## config.mk

```make
export PLATFORM = sky130hd
export DESIGN_NAME = sincos_sched_flat
export DESIGN_NICKNAME = d
export VERILOG_FILES = /design/src/rtl/sincos_pkg.sv /design/src/rtl/sincos_sched_if.sv /design/src/rtl/sincos_sched_rr_arbiter.sv /design/src/rtl/sincos_sched.sv /design/src/flat_wrapper.sv
export SDC_FILE = /design/constraint.sdc
export NUM_CORES = 1
export LEC_CHECK = 0
export CAP_MARGIN = 20
export CORE_ASPECT_RATIO = 0.6
export CORE_MARGIN = 8
export CORE_UTILIZATION = 35
export DETAILED_ROUTE_END_ITERATION = 8
export GPL_TIMING_DRIVEN = 0
export PLACE_DENSITY = 0.78
export SLEW_MARGIN = 15
export SYNTH_ARGS = -nofsm -noshare
export SYNTH_HDL_FRONTEND = slang
export SYNTH_SLANG_ARGS = --single-unit
export TNS_END_PERCENT = 5
```

## constraint.sdc

```tcl
create_clock -name clk -period 1.8 [get_ports clk]
set_input_delay 0.36 -clock clk [delete_from_list [all_inputs] [get_ports clk]]
set_output_delay 0.36 -clock clk [all_outputs]
set_load 0.02 [all_outputs]
```

## src/rtl/sincos_pkg.sv

```systemverilog
// Shared types for the sine-core scheduler: tag layout, FSM states, cos phase offset.
// The tag carries a cos bit only when SINCOS_SCHED_PAIR_EN is defined.
package sincos_pkg;

  localparam logic [31:0] COS_OFFSET = 32'h4000_0000;

  // Sized for the largest supported requester count (8); instances use the low bits.
  localparam int TAG_ID_W = 3;

  typedef struct packed {
    logic                valid;
    logic [TAG_ID_W-1:0] id;
`ifdef SINCOS_SCHED_PAIR_EN
    logic                cos;
`endif
  } tag_t;

  typedef enum logic {
    ISSUE = 1'b0,
    COS   = 1'b1
  } state_e;

endpackage

```

## src/rtl/sincos_sched_if.sv

```systemverilog
// Requester-side bundle of the scheduler: request handshakes and response strobes.
interface sincos_sched_if #(
  parameter int NUM_REQ      = 4,
  parameter int OUTPUT_WIDTH = 32
);
  logic [NUM_REQ-1:0]      req_valid_i;
  logic [NUM_REQ*32-1:0]   req_phase_i;
  logic [NUM_REQ-1:0]      req_pair_i;
  logic [NUM_REQ-1:0]      req_ready_o;
  logic [NUM_REQ-1:0]      rsp_valid_o;
  logic [OUTPUT_WIDTH-1:0] rsp_data_o;
  logic                    rsp_cos_o;

  modport slave (
    input  req_valid_i, req_phase_i, req_pair_i,
    output req_ready_o, rsp_valid_o, rsp_data_o, rsp_cos_o
  );

  modport master (
    output req_valid_i, req_phase_i, req_pair_i,
    input  req_ready_o, rsp_valid_o, rsp_data_o, rsp_cos_o
  );
endinterface

```

## src/rtl/sincos_sched_rr_arbiter.sv

```systemverilog
// Round-robin arbiter: first asserted request at or after ptr_i, wrapping modulo NUM_REQ.
module rr_arbiter #(
  parameter int NUM_REQ = 4,
  localparam int IDW    = $clog2(NUM_REQ)
) (
  input  logic [NUM_REQ-1:0] req_i,
  input  logic [IDW-1:0]     ptr_i,
  output logic [NUM_REQ-1:0] grant_o,
  output logic [IDW-1:0]     idx_o,
  output logic               any_o
);
  logic [IDW:0] pos;

  always_comb begin
    pos     = '0;
    idx_o   = '0;
    any_o   = 1'b0;
    grant_o = '0;
    for (int k = 0; k < NUM_REQ; k++) begin
      pos = {1'b0, ptr_i} + (IDW+1)'(k);
      if (pos >= (IDW+1)'(NUM_REQ)) pos = pos - (IDW+1)'(NUM_REQ);
      if (!any_o && req_i[pos[IDW-1:0]]) begin
        any_o = 1'b1;
        idx_o = pos[IDW-1:0];
      end
    end
    if (any_o) grant_o[idx_o] = 1'b1;
  end
endmodule

```

## src/rtl/sincos_sched.sv

```systemverilog
// Round-robin scheduler sharing one fixed-latency sine core among NUM_REQ requesters.
// Define SINCOS_SCHED_PAIR_EN to enable sin/cos pair issue (COS state, req_pair_i, rsp_cos_o).
module sincos_sched
  import sincos_pkg::*;
#(
  parameter int NUM_REQ      = 4,
  parameter int OUTPUT_WIDTH = 32,
  parameter int CORE_LAT     = 2
) (
  input  logic                    clk,
  input  logic                    resetn,
  sincos_sched_if.slave           req_if,
  output logic [31:0]             core_phase_o,
  output logic                    core_valid_o,
  input  logic [OUTPUT_WIDTH-1:0] core_result_i,
  input  logic                    core_valid_i,
  output logic                    err_o
);
  localparam int IDW = $clog2(NUM_REQ);

  state_e                  state_q, state_d;
  logic [IDW-1:0]          ptr_q, ptr_d;
  logic [31:0]             phase_q, phase_d;
  logic                    core_valid_q, core_valid_d;
  tag_t                    issue_tag_q, issue_tag_d;
  tag_t                    tag_out;
  logic [NUM_REQ-1:0]      rsp_valid_q, rsp_valid_d;
  logic [OUTPUT_WIDTH-1:0] rsp_data_q, rsp_data_d;
  logic                    rsp_cos_q, rsp_cos_d;
  logic                    err_q, err_d;
`ifdef SINCOS_SCHED_PAIR_EN
  logic [IDW-1:0]          pair_id_q, pair_id_d;
  logic [31:0]             pair_phase_q, pair_phase_d;
`endif

  logic [NUM_REQ-1:0] grant;
  logic [IDW-1:0]     grant_idx;
  logic               grant_any;
  logic [31:0]        grant_phase;

  rr_arbiter #(.NUM_REQ(NUM_REQ)) u_arb (
    .req_i   (req_if.req_valid_i),
    .ptr_i   (ptr_q),
    .grant_o (grant),
    .idx_o   (grant_idx),
    .any_o   (grant_any)
  );

  assign grant_phase        = req_if.req_phase_i[32*int'(grant_idx) +: 32];
  assign req_if.req_ready_o = (state_q == ISSUE) ? grant : '0;

  always_comb begin
    state_d      = state_q;
    ptr_d        = ptr_q;
    phase_d      = phase_q;
    core_valid_d = 1'b0;
    issue_tag_d  = '0;
`ifdef SINCOS_SCHED_PAIR_EN
    pair_id_d    = pair_id_q;
    pair_phase_d = pair_phase_q;
`endif
    case (state_q)
      ISSUE: begin
        if (grant_any) begin
          phase_d           = grant_phase;
          core_valid_d      = 1'b1;
          issue_tag_d.valid = 1'b1;
          issue_tag_d.id    = TAG_ID_W'(grant_idx);
          ptr_d             = (grant_idx == IDW'(NUM_REQ-1)) ? '0 : grant_idx + IDW'(1);
`ifdef SINCOS_SCHED_PAIR_EN
          if (req_if.req_pair_i[grant_idx]) begin
            pair_phase_d = grant_phase;
            pair_id_d    = grant_idx;
            state_d      = COS;
          end
`endif
        end
      end
`ifdef SINCOS_SCHED_PAIR_EN
      COS: begin
        // Quarter-turn advance turns the sine core into a cosine; wraps mod 2^32.
        phase_d           = pair_phase_q + COS_OFFSET;
        core_valid_d      = 1'b1;
        issue_tag_d.valid = 1'b1;
        issue_tag_d.id    = TAG_ID_W'(pair_id_q);
        issue_tag_d.cos   = 1'b1;
        state_d           = ISSUE;
      end
`endif
      default: state_d = ISSUE;
    endcase
  end

  // issue_tag_q is aligned with core_valid_o; the chain adds CORE_LAT more cycles.
  for (genvar i = 0; i < CORE_LAT; i++) begin : g_tag
    tag_t stage_q;
    if (i == 0) begin : g_head
      always_ff @(posedge clk or negedge resetn)
        if (!resetn) stage_q <= '0;
        else         stage_q <= issue_tag_q;
    end else begin : g_body
      always_ff @(posedge clk or negedge resetn)
        if (!resetn) stage_q <= '0;
        else         stage_q <= g_tag[i-1].stage_q;
    end
  end

  assign tag_out = g_tag[CORE_LAT-1].stage_q;

  always_comb begin
    rsp_valid_d = '0;
    rsp_data_d  = rsp_data_q;
    rsp_cos_d   = rsp_cos_q;
    err_d       = err_q;
    if (tag_out.valid) begin
      rsp_valid_d[tag_out.id[IDW-1:0]] = 1'b1;
      rsp_data_d                       = core_result_i;
`ifdef SINCOS_SCHED_PAIR_EN
      rsp_cos_d                        = tag_out.cos;
`else
      rsp_cos_d                        = 1'b0;
`endif
    end
    if (tag_out.valid != core_valid_i) err_d = 1'b1;
  end

  always_ff @(posedge clk or negedge resetn) begin
    if (!resetn) begin
      state_q      <= ISSUE;
      ptr_q        <= '0;
      phase_q      <= '0;
      core_valid_q <= 1'b0;
      issue_tag_q  <= '0;
      rsp_valid_q  <= '0;
      rsp_data_q   <= '0;
      rsp_cos_q    <= 1'b0;
      err_q        <= 1'b0;
`ifdef SINCOS_SCHED_PAIR_EN
      pair_id_q    <= '0;
      pair_phase_q <= '0;
`endif
    end else begin
      state_q      <= state_d;
      ptr_q        <= ptr_d;
      phase_q      <= phase_d;
      core_valid_q <= core_valid_d;
      issue_tag_q  <= issue_tag_d;
      rsp_valid_q  <= rsp_valid_d;
      rsp_data_q   <= rsp_data_d;
      rsp_cos_q    <= rsp_cos_d;
      err_q        <= err_d;
`ifdef SINCOS_SCHED_PAIR_EN
      pair_id_q    <= pair_id_d;
      pair_phase_q <= pair_phase_d;
`endif
    end
  end

  assign core_phase_o       = phase_q;
  assign core_valid_o       = core_valid_q;
  assign req_if.rsp_valid_o = rsp_valid_q;
  assign req_if.rsp_data_o  = rsp_data_q;
  assign req_if.rsp_cos_o   = rsp_cos_q;
  assign err_o              = err_q;

endmodule

```

## src/flat_wrapper.sv

```systemverilog
// flat-port wrapper written by rule: the top's interface ports become plain ports
module sincos_sched_flat import sincos_pkg::*;
#(
  parameter int NUM_REQ      = 4,
  parameter int OUTPUT_WIDTH = 32,
  parameter int CORE_LAT     = 2
)
  (clk, resetn, core_phase_o, core_valid_o, core_result_i, core_valid_i, err_o, req_if_req_valid_i, req_if_req_phase_i, req_if_req_pair_i, req_if_req_ready_o, req_if_rsp_valid_o, req_if_rsp_data_o, req_if_rsp_cos_o);
  sincos_sched_if #(.NUM_REQ(NUM_REQ), .OUTPUT_WIDTH(OUTPUT_WIDTH)) req_if_i ();
  input  logic clk;
  input  logic resetn;
  output logic [31:0] core_phase_o;
  output logic core_valid_o;
  input  logic [OUTPUT_WIDTH-1:0] core_result_i;
  input  logic core_valid_i;
  output logic err_o;
  input wire logic [$bits(req_if_i.req_valid_i)-1:0] req_if_req_valid_i;
  input wire logic [$bits(req_if_i.req_phase_i)-1:0] req_if_req_phase_i;
  input wire logic [$bits(req_if_i.req_pair_i)-1:0] req_if_req_pair_i;
  output wire logic [$bits(req_if_i.req_ready_o)-1:0] req_if_req_ready_o;
  output wire logic [$bits(req_if_i.rsp_valid_o)-1:0] req_if_rsp_valid_o;
  output wire logic [$bits(req_if_i.rsp_data_o)-1:0] req_if_rsp_data_o;
  output wire logic [$bits(req_if_i.rsp_cos_o)-1:0] req_if_rsp_cos_o;
  assign req_if_i.req_valid_i = req_if_req_valid_i;
  assign req_if_i.req_phase_i = req_if_req_phase_i;
  assign req_if_i.req_pair_i = req_if_req_pair_i;
  assign req_if_req_ready_o = req_if_i.req_ready_o;
  assign req_if_rsp_valid_o = req_if_i.rsp_valid_o;
  assign req_if_rsp_data_o = req_if_i.rsp_data_o;
  assign req_if_rsp_cos_o = req_if_i.rsp_cos_o;
  sincos_sched #(.NUM_REQ(NUM_REQ), .OUTPUT_WIDTH(OUTPUT_WIDTH), .CORE_LAT(CORE_LAT)) u_core (.clk(clk), .resetn(resetn), .req_if(req_if_i), .core_phase_o(core_phase_o), .core_valid_o(core_valid_o), .core_result_i(core_result_i), .core_valid_i(core_valid_i), .err_o(err_o));
endmodule
```

==> metrics <==
status=complete, but fails checks; failing checks=negative setup slack; worst hold start=u_core.g_tag[0].stage_q[1]; Lkg Pwr=about 3 nW; DR pass1 iterations=4; first-pass GRT wire length=24.1 mm; worst flop-to-flop path endpoint=u_core.core_phase_o[3]; layout cells sized above 1=25.7%; Syn Nets=511; Worst Tran Pin Value=0.566 ns; final worst setup slack=-0.311 ns; max cap viols=0; Worst EP required=1.44 ns; post-synthesis sequential area ratio=47.6%; CP endpoint kind=output pin; largest net degree at the start of global routing=55; Fin. Hold Viols=0; clk_lat worst skew=0.33 ns; filler cell count=976; DRT antenna net count=0; die area=15900 um2; Max Slew Vio Count=0; Yosys top cell by area=dfrtp_1; clock-pin slew on the worst setup and hold paths=around 0.060 ns; Max clock buf depth=2; drt drc=0; die width=about 160 um; ant diodes=0; Die Y=101 um; VDD IR max=0.630 mV; Final nets=between 700 and 800; number of global-route vias before repair=4246; I/O pin cnt=246; syn avg cell area=12.4 um2; CP Class=register to output pin; Max Clock Freq=about 0.47 GHz; CP cell instances=o21bai_4, nor3b_4, nor2_8, buf_12, and2_4, buf_6; Rel. slew slack=62.2%; placed inst area=around 7000 um2; ys flop type=dfrtp_1; CTS tree=built; RSZ-0062 raised after global routing=true; row cnt=31; crit-path max cell delay=0.45 ns; number of synthesized flops with an enable pin=0; cell family contributing the most delay on the critical path=simple AND/OR/NAND/NOR gates; port bufs=240; root buf cell=clkbuf_16; synth-to-layout area growth=75.8%; via count=3880; worst path bufs/invs=2; Synth top cells by count=80 x dfrtp_1, 46 x a211oi_2, 38 x nor2_1; startpoint types=register; placer congestion estimate=0.797; Setup Viol. Count Final=27; Yosys cell types=34; PwrDens=around 1300 nW/um2; Worst Hold Path EP=u_core.g_tag[1].stage_q[1]; largest cells by area after synthesis=dfrtp_1 48%, a211oi_2 14%, mux2_2 8.6%; most numerous cell in the Yosys netlist=dfrtp_1; R2R setup slack=-0.15 ns; post-synthesis cell count=340; final critical-path required period=2.11 ns; post-synth design cell area=4200 um2; fin util=a little over 60%; clk_skew=0.00594 ns; hpwl dp=12.3 mm; hold path depth=0; Final Instance Area=7390 um2; Yosys warnings=0; Initial DRC Count=157; WL final=~16 mm; slowest stage cell, crit path=dfrtp_2; TritonCTS Buffers=9; min-delay worst type=register to register; Hold Slack=0.349 ns; Clock Sinks=80; initial antenna violation count=0; CP arrival=~1.8 ns; top-area cell type share of the netlist area=47.6%; H-Tree Level Count=3; Wirelength per Cell=20.2 um; Reg2Reg Launch Point=u_core.ptr_q[1]; Starting Density=35.4%; register bit count reported by yosys=80; fin crit share=117%; R2R depth=9; total congestion overflow=0; GRT Total Usage=19.6%; asr flop ratio synth=between 90% and 100%; crit-path max FO=5; Vias/cell=4.99; CORE AREA=around 12000 um2; Total Power=9.68 mW
-- per-stage QoR --
step	TNS (ns)	setup WS, ns	std cells
final	-2.56	-0.311	777
after global routing	-4.95	-0.357	777
after CTS	-2.88	-0.339	773
after detailed placement	-25.90	-1.31	746
after global placement	-226.32	-2.54	745
after floorplan	0	0.00113	340
-- cell families after synthesis --
logic type | after synthesis | share of synthesized area, %
DFF | 80 | 47.6
muxes | 64 | 16.2
and+or+nand+nor | 85 | 11.9
AOI/OAI and AO/OA | 77 | 19.1
xor gates and xnor gates | 1 | 0.208
buffers and inverters | 32 | 4.82
other | 1 | 0.0893
-- worst max-delay path by stage --
| stage | slack [ns] | to | cells after the start | startpoint |
|---|---|---|---|---|
| final | -0.31 | req_if_req_ready_o[0] | 6 | u_core.ptr_q[1] |
| after global routing | -0.36 | req_if_req_ready_o[0] | 6 | u_core.ptr_q[1] |
| after CTS | -0.34 | req_if_req_ready_o[0] | 6 | u_core.ptr_q[1] |
| after detailed placement | -1.31 | req_if_req_ready_o[2] | 7 | req_if_req_valid_i[1] |
| after global placement | -2.54 | u_core.core_phase_o[22] | 1 | resetn |
| after floorplan | 0.001 | req_if_req_ready_o[0] | 5 | u_core.ptr_q[1] |
-- power by group --
group	switching [mW]	internal, mW	leakage [nW]	total, mW
logic	2.67	2.64	1.92	5.31
clock network	0.785	0.953	0.127	1.74
registers	0.299	2.34	0.920	2.64
total	3.75	5.93	2.97	9.68
-- metal layers --
layer  global-route usage (%)  routed length (um)  up-vias  part of all wire, %
met5                        0                   0        -                    0
met4                     4.73                 195        0                  1.2
met3                     5.22                1120       15                  7.2
met2                     32.9                7660      154                   49
met1                     24.6                6690     1920                   43
li1                         -                   -     1791                    -
-- state kept, by name, indices dropped and copies added (netlist names) --
name	count
u_core.req_if.rsp_valid_o	4
u_core.core_phase_o	32
u_core.g_tag.stage_q	6
u_core.core_valid_o	1
u_core.issue_tag_q	2
u_core.ptr_q	2
u_core.req_if.rsp_data_o	32
u_core.err_o	1
-- timing repair --
action | in CTS | in global routing
resized for setup | 50 | 21
endpoints found under the hold margin | 26 | 0
setup endpoints to repair | 40 | 52
pin swaps | 7 | 27
cloned | 0 | 0
buffers inserted | 10 | 4
hold buffers | 1 | 0
-- placed cells by master (no fill, tap or decap), drive strengths merged --
cell type / n
o211a: 1
and3b: 1
and3: 1
nor2: 39
dlygate4sd2: 5
nand2: 2
xnor2: 1
o221ai: 3
a21oi: 5
mux2: 32
and2b: 1
clkinvlp: 3
clkinv: 1
clkbuf: 21
nor3b: 31
nand2b: 7
clkdlybuf4s50: 231
and2: 1
conb: 1
o21ai: 3
mux2i: 32
dfrtp: 80
inv: 7
a211oi: 61
o22ai: 3
nor2b: 2
buf: 35
o21bai: 1
dlygate4sd3: 1
-- final cells by class --
cell class / count / area [um2] / area share, %
buffer: 27 / 254 / 3.44
clock buffer: 10 / 229 / 3.10
clock inverter: 6 / 51.3 / 0.694
inverter: 5 / 23.8 / 0.322
multi-input combinational: 228 / 2080 / 28.1
sequential: 80 / 2000 / 27.1
tap: 165 / 206 / 2.79
timing repair buffer: 256 / 2540 / 34.4
Power figures use the tool's default switching activity.
